--- config.mk ---
export PLATFORM = sky130hd
export DESIGN_NAME = rv_regfile_sb
export DESIGN_NICKNAME = d
export VERILOG_FILES = /design/src/rtl/rv_pkg.sv /design/src/rtl/rv_scoreboard.sv /design/src/rtl/rv_regfile_sb.sv
export SDC_FILE = /design/constraint.sdc
export NUM_CORES = 2
export LEC_CHECK = 0
export ABC_CLOCK_PERIOD_IN_PS = 3700
export CORE_UTILIZATION = 45
export DETAILED_ROUTE_END_ITERATION = 10
export SYNTH_ARGS = -nofsm -noshare
export SYNTH_HDL_FRONTEND = slang
export SYNTH_SLANG_ARGS = --single-unit
--- constraint.sdc ---
create_clock -name clk -period 3.7 [get_ports clk]
set_input_delay 1.11 -clock clk [delete_from_list [all_inputs] [get_ports clk]]
set_output_delay 1.11 -clock clk [all_outputs]
set_load 0.01 [all_outputs]
--- src/rtl/rv_pkg.sv ---
// Shared definitions for the pipelined RV32I core: data width default,
// register-file state encoding and the hardwired-zero register address.
package rv_pkg;

  localparam int unsigned XLEN_DEFAULT = 32;
  localparam int unsigned REG_ZERO     = 0;

  typedef enum logic {
    RF_CLEAR = 1'b0,
    RF_RUN   = 1'b1
  } rf_state_e;

endpackage

--- src/rtl/rv_scoreboard.sv ---
// Per-register pending bits for RAW hazard detection. Same-edge priority is
// flush < write-clear < claim-set; busy is masked by a retiring write.
module rv_scoreboard import rv_pkg::*; #(
  parameter int unsigned NREGS = 32,
  parameter int unsigned NREAD = 2,
  parameter int unsigned AW    = $clog2(NREGS)
) (
  input  logic               clk,
  input  logic               reset,
  input  logic               run,
  input  logic               wr_en,
  input  logic [AW-1:0]      wr_addr,
  input  logic               claim_en,
  input  logic [AW-1:0]      claim_addr,
  input  logic               flush,
  input  logic [NREAD*AW-1:0] rs_addr,
  output logic [NREAD-1:0]   rs_busy
);

  logic [NREGS-1:0] pending_q, pending_d;

  always_comb begin
    pending_d = pending_q;
    if (run) begin
      if (flush) begin
        pending_d = '0;
      end
      if (wr_en) begin
        pending_d[wr_addr] = 1'b0;
      end
      if (claim_en) begin
        pending_d[claim_addr] = 1'b1;
      end
    end
    pending_d[REG_ZERO] = 1'b0;
  end

  always_ff @(posedge clk or posedge reset) begin
    if (reset) begin
      pending_q <= '0;
    end else begin
      pending_q <= pending_d;
    end
  end

  for (genvar i = 0; i < NREAD; i++) begin : g_busy
    logic [AW-1:0] addr;
    assign addr = rs_addr[i*AW +: AW];
    assign rs_busy[i] = run && (addr != AW'(REG_ZERO)) && pending_q[addr] &&
                        !(wr_en && (wr_addr == addr));
  end

endmodule

--- src/rtl/rv_regfile_sb.sv ---
// Integer register file with write bypass, post-reset clear sweep, debug read
// port and a hazard scoreboard.
module rv_regfile_sb import rv_pkg::*; #(
  parameter int unsigned XLEN  = XLEN_DEFAULT,
  parameter int unsigned NREGS = 32,
  parameter int unsigned NREAD = 2,
  parameter int unsigned AW    = $clog2(NREGS)
) (
  input  logic                  clk,
  input  logic                  reset,
  output logic                  ready,
  input  logic [NREAD*AW-1:0]   rs_addr,
  output logic [NREAD*XLEN-1:0] rs_data,
  output logic [NREAD-1:0]      rs_busy,
  input  logic                  wr_en,
  input  logic [AW-1:0]         wr_addr,
  input  logic [XLEN-1:0]       wr_data,
  input  logic                  claim_en,
  input  logic [AW-1:0]         claim_addr,
  input  logic                  flush,
  input  logic [AW-1:0]         dbg_addr,
  output logic [XLEN-1:0]       dbg_data
);

  rf_state_e     state_q, state_d;
  logic [AW-1:0] cnt_q, cnt_d;
  logic          ready_q, ready_d;
  logic          run;

  logic [XLEN-1:0] regs_q [NREGS];
  logic            mem_we;
  logic [AW-1:0]   mem_waddr;
  logic [XLEN-1:0] mem_wdata;

  assign run   = (state_q == RF_RUN);
  assign ready = ready_q;

  always_comb begin
    state_d = state_q;
    cnt_d   = cnt_q;
    ready_d = ready_q;
    unique case (state_q)
      RF_CLEAR: begin
        cnt_d = cnt_q + AW'(1);
        if (cnt_q == AW'(NREGS - 1)) begin
          state_d = RF_RUN;
          ready_d = 1'b1;
          cnt_d   = '0;
        end
      end
      RF_RUN: begin
        ready_d = 1'b1;
      end
      default: begin
        state_d = RF_CLEAR;
      end
    endcase
  end

  always_ff @(posedge clk or posedge reset) begin
    if (reset) begin
      state_q <= RF_CLEAR;
      cnt_q   <= '0;
      ready_q <= 1'b0;
    end else begin
      state_q <= state_d;
      cnt_q   <= cnt_d;
      ready_q <= ready_d;
    end
  end

  // Entry 0 is never written; the sweep and writeback share one write port.
  always_comb begin
    if (run) begin
      mem_we    = wr_en && (wr_addr != AW'(REG_ZERO));
      mem_waddr = wr_addr;
      mem_wdata = wr_data;
    end else begin
      mem_we    = (cnt_q != AW'(REG_ZERO));
      mem_waddr = cnt_q;
      mem_wdata = '0;
    end
  end

  always_ff @(posedge clk) begin
    if (mem_we) begin
      regs_q[mem_waddr] <= mem_wdata;
    end
  end

  for (genvar i = 0; i < NREAD; i++) begin : g_read
    logic [AW-1:0] addr;
    logic          hit;
    assign addr = rs_addr[i*AW +: AW];
    assign hit  = wr_en && (wr_addr == addr);
    assign rs_data[i*XLEN +: XLEN] = (!run || addr == AW'(REG_ZERO)) ? '0 :
                                     hit ? wr_data : regs_q[addr];
  end

  assign dbg_data = (!run || dbg_addr == AW'(REG_ZERO)) ? '0 : regs_q[dbg_addr];

  rv_scoreboard #(
    .NREGS (NREGS),
    .NREAD (NREAD),
    .AW    (AW)
  ) u_scoreboard (
    .clk        (clk),
    .reset      (reset),
    .run        (run),
    .wr_en      (wr_en),
    .wr_addr    (wr_addr),
    .claim_en   (claim_en),
    .claim_addr (claim_addr),
    .flush      (flush),
    .rs_addr    (rs_addr),
    .rs_busy    (rs_busy)
  );

endmodule
## Word-level counts from Yosys, hierarchy flattened

Memories as Yosys holds them, arrays and structs flattened.
Index checks and enable logic that the tools add are counted.

| word-level totals | value |
|---|---|
| register bits after elaboration | 38 |
| memory bits (writable) | 1024 |
| bits of input ports | 62 |
| output and inout port bits | 99 |
| logic and storage cells | 72 |
| memories | 1 |

Memories:

| memory | words | bits a word | read ports | clocked after memory_dff | wr ports | line | RTL |
|---|---|---|---|---|---|---|---|
| regs_q | 32 | 32 | 3 | 0 | 1 | rv_regfile_sb.sv:30 | `logic [XLEN-1:0] regs_q [NREGS];` |

| cells by class | value |
|---|---|
| add/subtract/negate cells | 1 |
| order comparisons | 6 |
| eq/ne operators | 4 |
| multiplexer cells | 28 |
| bitwise operators | 4 |
| reductions and logical operators | 24 |

Operator list:

| kind | count |
|---|---|
| two-way mux 32 bit | 11 |
| bitwise AND 32 bit | 1 |
| inverter 32 bit | 1 |
| OR 32 bit | 1 |
| < comparator 5 x 6 -> 1 bit, second input constant | 4 |
| nonzero test 5 bit | 4 |
| zero test 5 bit | 3 |
| logical AND 1 bit | 11 |
| binary-select mux 1 bit (select 5 bit) | 2 |
| demux 1 bit (select 5 bit) | 2 |
| equality test 5 bit | 2 |
| >= comparator 5 x 1 -> 1 bit, second input constant | 2 |
| two-way mux 1 bit | 10 |
| two-way mux 5 bit | 2 |
| adder 5 x 1 -> 5 bit, second input constant | 1 |
| equality test 5 bit, second input constant | 1 |
| zero test 1 bit | 3 |
| logical OR 1 bit | 3 |
| inequality test 2 bit, second input constant | 1 |
| case mux 1 bit (2 select lines) | 1 |
| inverter 1 bit | 1 |

## Longest topological paths before layout

| logic depth | value |
|---|---|
| word-level depth | 10 |
| mapped depth | 9 |
| mapped depth without buffers | 7 |

## Hierarchy

A second synthesis with hierarchy kept.

| unflattened totals | value |
|---|---|
| cells, all modules | 3817 |
| area, all modules | 59844.9 µm² |

By module, submodules not included:

| module | instances | cells each | area an instance (µm²) | seq. area each (µm²) |
|---|---|---|---|---|
| rv_regfile_sb | 1 | 3579 | 57624.0 | 30924.7 |
| rv_scoreboard | 1 | 238 | 2220.9 | 775.7 |

## Worst setup path before layout

No wires, ideal clock.

| timing | value |
|---|---|
| path type | input port to flip-flop |
| from | input wr_addr[0] |
| to | memory regs_q[0][0] (netlist bit), enable pin |
| setup time | 0.421 ns |
| arrival | 3.564 ns |
| required time | 3.279 ns |
| slack | -0.285 ns |
| stages | 5 |
| path buffers | 1 |
| path through | clkbuf_1 > nor3b_1 > nor2b_1 > a22oi_1 > nor2_1 |

| between the ends | value |
|---|---|
| cells in the longest elaborated chain, start to end | 5 |
| elaborated cells between the ends (all ways) | 6 |
| classes of those cells | 4 x mux; 2 x reduce/logical |

Ends and longest elaborated chain:

| item | line | RTL |
|---|---|---|
| start: declaration | rv_regfile_sb.sv:16 | `input logic [AW-1:0] wr_addr,` |
| nonzero test 5 bit | rv_regfile_sb.sv:75 | `mem_we = wr_en && (wr_addr != AW'(REG_ZERO));` |
| logical AND 1 bit | rv_regfile_sb.sv:75 |  |
| two-way mux 1 bit | rv_regfile_sb.sv:74 | `if (run) begin` |
| two-way mux 1 bit | rv_regfile_sb.sv:86 | `if (mem_we) begin` |
| two-way mux 1 bit (not written as such) | rv_regfile_sb.sv:87 | `regs_q[mem_waddr] <= mem_wdata;` |
| end: declaration | rv_regfile_sb.sv:30 |  |

Parallel ways exist; a longest one is shown, timed or not.

## Worst setup path in the final report

| timing | value |
|---|---|
| from | input rs_addr[5] |
| to | output rs_data[52] |

| between the ends | value |
|---|---|
| cells in the longest elaborated chain, start to end | 4 |
| elaborated cells between the ends (all ways) | 7 |
| classes of those cells | 1 x eq/ne; 2 x mux; 3 x reduce/logical; 1 x memory |

Ends and longest elaborated chain:

| item | line | RTL |
|---|---|---|
| start: declaration | rv_regfile_sb.sv:12 | `input logic [NREAD*AW-1:0] rs_addr,` |
| parallel branches: the longest is 3 deep, another holds memory (32 x 32 bit) | -- |  |
| two-way mux 32 bit * | rv_regfile_sb.sv:96 | `assign rs_data[i*XLEN +: XLEN] = (!run \|\| addr == AW'(REG_ZERO)) ? '0 :` |
| end: declaration | rv_regfile_sb.sv:13 | `output logic [NREAD*XLEN-1:0] rs_data,` |

Every way passes the cells marked *.

==> flow_metrics.tcl <==
set metrics [dict create \
    status "finished with violations" \
    violations "negative setup slack" \
    crit_path_start "rs_addr[5]" \
    syn_area_per_cell_um2 18.32 \
    num_vias 42500 \
    netSwitchingFraction 0.2535 \
    viasPerCell 7.215 \
    ant_nets 0 \
    tritoncts "done" \
    regToRegStartpoint "run" \
    ys_top_cells_by_area "edfxtp_1 (52%), mux4_2 (31%), mux2i_1 (2.9%)" \
    core_region_area_um2 129300 \
    finalMaxSlewViolations 0 \
    overflow 0 \
    use_met2 0.5395 \
    min_path_type "register to register" \
    p_clk_frac 0.395 \
    clkTransAtPathRegs_ns 0.06 \
    start_kind "input port" \
    initial_core_util 0.4535 \
    io_pins 161 \
    numPortBuffers 160 \
    hold_viol 0 \
    drive_gt1_frac 0.5804 \
    wl_mm 238.1 \
    p_int_mw 22.60 \
    dieWidth_um 363.0 \
    max_freq_mhz 232.9 \
    syn-instance-count 3201 \
    cts_buffers 114 \
    crit_fanout 7 \
    antenna_found_initial 1 \
    end_kind "primary output" \
    pwr-share-comb 0.168 \
    seq_area_frac_synth 0.5406 \
    worstSetupPathType "input port to primary output" \
    finalSetupViolCount 98 \
    drv_cap 0 \
    cp.arrival_ns 3.18 \
    post-route-worst-setup-slack_ns -0.5946 \
    place.gp.congestion 0.9462 \
    relSlewSlack 0.2591 \
    hp-start "ready" \
    die_area_um2 131800 \
    synth-main-ff-cell "edfxtp_1" \
    min_to "ready" \
    yosysMostFrequentCell "edfxtp_1" \
    async_flop_share 0.03578 \
    worst_pin_slew_ns 1.111 \
    cts_buffer_depth 3 \
    place_ws_ns -1.309 \
    cts_root_buffer "clkbuf_16" \
    pwr-share-seq 0.437 \
    synth_area_um2 58640 \
    ir_drop_mv 0.3832 \
    grt_pass1_vias 42240 \
    synth_top_area_frac 0.5244 \
    ctsHtreeMaxLevel 3 \
    synth_cell_types 58 \
    grt_pass1_wl_mm 327.5 \
    syn_to_final_growth_pct 34.27 \
    r2r_end "regs_q[8][5]" \
    rsz0062_at_grt "true" \
    post_drt_wl_per_cell_um 40.42 \
    yosys_warnings 0 \
    p_total_mw 30.27 \
    grt_max_degree 62 \
    gr-usage-met3 0.09609 \
    synth_edf_count 1024 \
    die_y_um 363.0 \
    leakage_nw 26.97 \
    switching_power_mw 7.674 \
    reg2reg_slack_ns 0.62 \
    grt-busiest-layer "met2" \
    worstSkewPairLatency_ns 0.77 \
    cts_hold_buf 0 \
    syn-num-nets 3266 \
    finalCriticalPeriod_ns 4.295 \
    min_delay_path_depth 1 \
    ys_ff_latch 1062 \
    finish.net_count 4115 \
    fin_crit_sh 1.161 \
    final_core_util 0.6089 \
    met1_usage 0.4760 \
    powerDensity_nw_per_um2 384.4 \
    first_pass_iters 6 \
    dp_hpwl_mm 151.3 \
    required_ns 2.59 \
    grtUsageTotal 0.3563 \
    drt_iter0_drc 6971 \
    cts_sinks 1062 \
    rr_worst_depth 8 \
    yosysTopAreaCell "edfxtp_1" \
    drc 0 \
    skew_ns 0.02654 \
    rows 132 \
    synth_commonest_cells "edfxtp_1 (1024), mux4_2 (816), mux2i_1 (171), buf_2 (119), clkbuf_1 (98)" \
]
==> state kept, by name (all words and copies together) (netlist names) <==
name	cells
regs_q	1024
ready	1
u_scoreboard.pending_q	31
run	1
cnt_q	5
==> power by group through the flow <==
stage               Combinational [mW]  Sequential [mW]  Clock [mW]
finish                            5.09             13.2        11.9
global route                      5.23             13.2        12.5
CTS                               4.78             13.2        12.0
detailed placement                4.17             13.5           0
global placement                  4.15             13.5           0
floorplan                         2.24             13.5           0
==> routing by layer <==
layer | share of wire | up-vias | wire length, um
li1 | - | 15770 | -
met1 | 0.35 | 22220 | 83280
met2 | 0.46 | 3778 | 108500
met3 | 0.14 | 723 | 32640
met4 | 0.057 | 2 | 13660
met5 | 0.000046 | - | 11
==> repair_timing <==
item | 4_1_cts | 5_1_grt
gates cloned | 24 | 13
buffers inserted | 167 | 105
resized for setup | 998 | 220
pin swaps | 125 | 125
endpoints found under the setup margin | 98 | 98
==> metrics by stage <==
step / setup TNS (ns) / hold slack, ns / std cells / area, um^2
6_report: -44.49 / 0.4649 / 5890 / 78740
5_1_grt: -46.66 / 0.5098 / 5889 / 78740
4_1_cts: -42.12 / 0.4676 / 5807 / 77070
3_3_place_gp: -100.22 / 0.4466 / 5425 / 68640
2_1_floorplan: -150.74 / 0.4818 / 3201 / 59490
3_5_place_dp: -100.28 / 0.4535 / 5425 / 68640
==> layout by cell type (no fill, tap or decap), drive strengths merged, types with 17 or more instances in the layout <==
master         instances
o211ai                18
mux2i                171
dfrtp                 38
buf                  977
nor3                  32
a21oi                 43
a211oi                66
nor2b                 43
nand3                 44
a22oi                 24
o21ai                116
a22o                  52
nor2                  60
bufinv                17
inv                   44
clkbuf               145
o2111ai               17
clkinv                54
nand2                 75
clkdlybuf4s50         41
o22ai                 57
and2                  33
mux4                 821
edfxtp              1024
==> cell families (layout without fill, tap and decap cells) <==
group | Yosys count | after routing | share of synthesized area
buf+inv | 345 | 1291 | 0.02964
fa+ha+maj | 3 | 3 | 0.0006402
flops | 1062 | 1062 | 0.5406
mux | 1005 | 1005 | 0.3473
xor+xnor | 10 | 10 | 0.001493
simple gates | 331 | 331 | 0.02853
other cells | 0 | 1 | 0
compound gates | 445 | 445 | 0.05183
==> final cells by class <==
| type | instances | area (um^2) |
|---|---|---|
| Antenna cell | 1 | 2.502 |
| Inverter | 40 | 150.1 |
| Sequential cell | 1062 | 31700 |
| Fill cell | 9107 | 50580 |
| Clock inverter | 83 | 930.9 |
| Clock buffer | 130 | 2913 |
| Multi-Input combinational cell | 1794 | 27860 |
| Timing Repair Buffer | 1038 | 13000 |
| Tap cell | 1742 | 2180 |
==> worst max-delay path, cell delays in order <==
cell and delay, ns:
buf_16 0.14, buf_12 0.15, buf_12 0.12, buf_12 0.12, buf_12 0.10, mux4_2 0.49, mux2i_1 0.22, buf_4 0.16
a22oi_1 0.11, a22o_1 0.28, buf_2 0.16
==> worst max path at each step <==
stage / endpoint / slack (ns)
finish: rs_data[52] / -0.59
global route: rs_data[62] / -0.59
CTS: rs_data[49] / -0.55
detailed placement: rs_data[59] / -1.31
global placement: rs_data[62] / -1.34
floorplan: regs_q[0][0] / -0.28
Note: power is estimated with default switching activity, not from simulation.
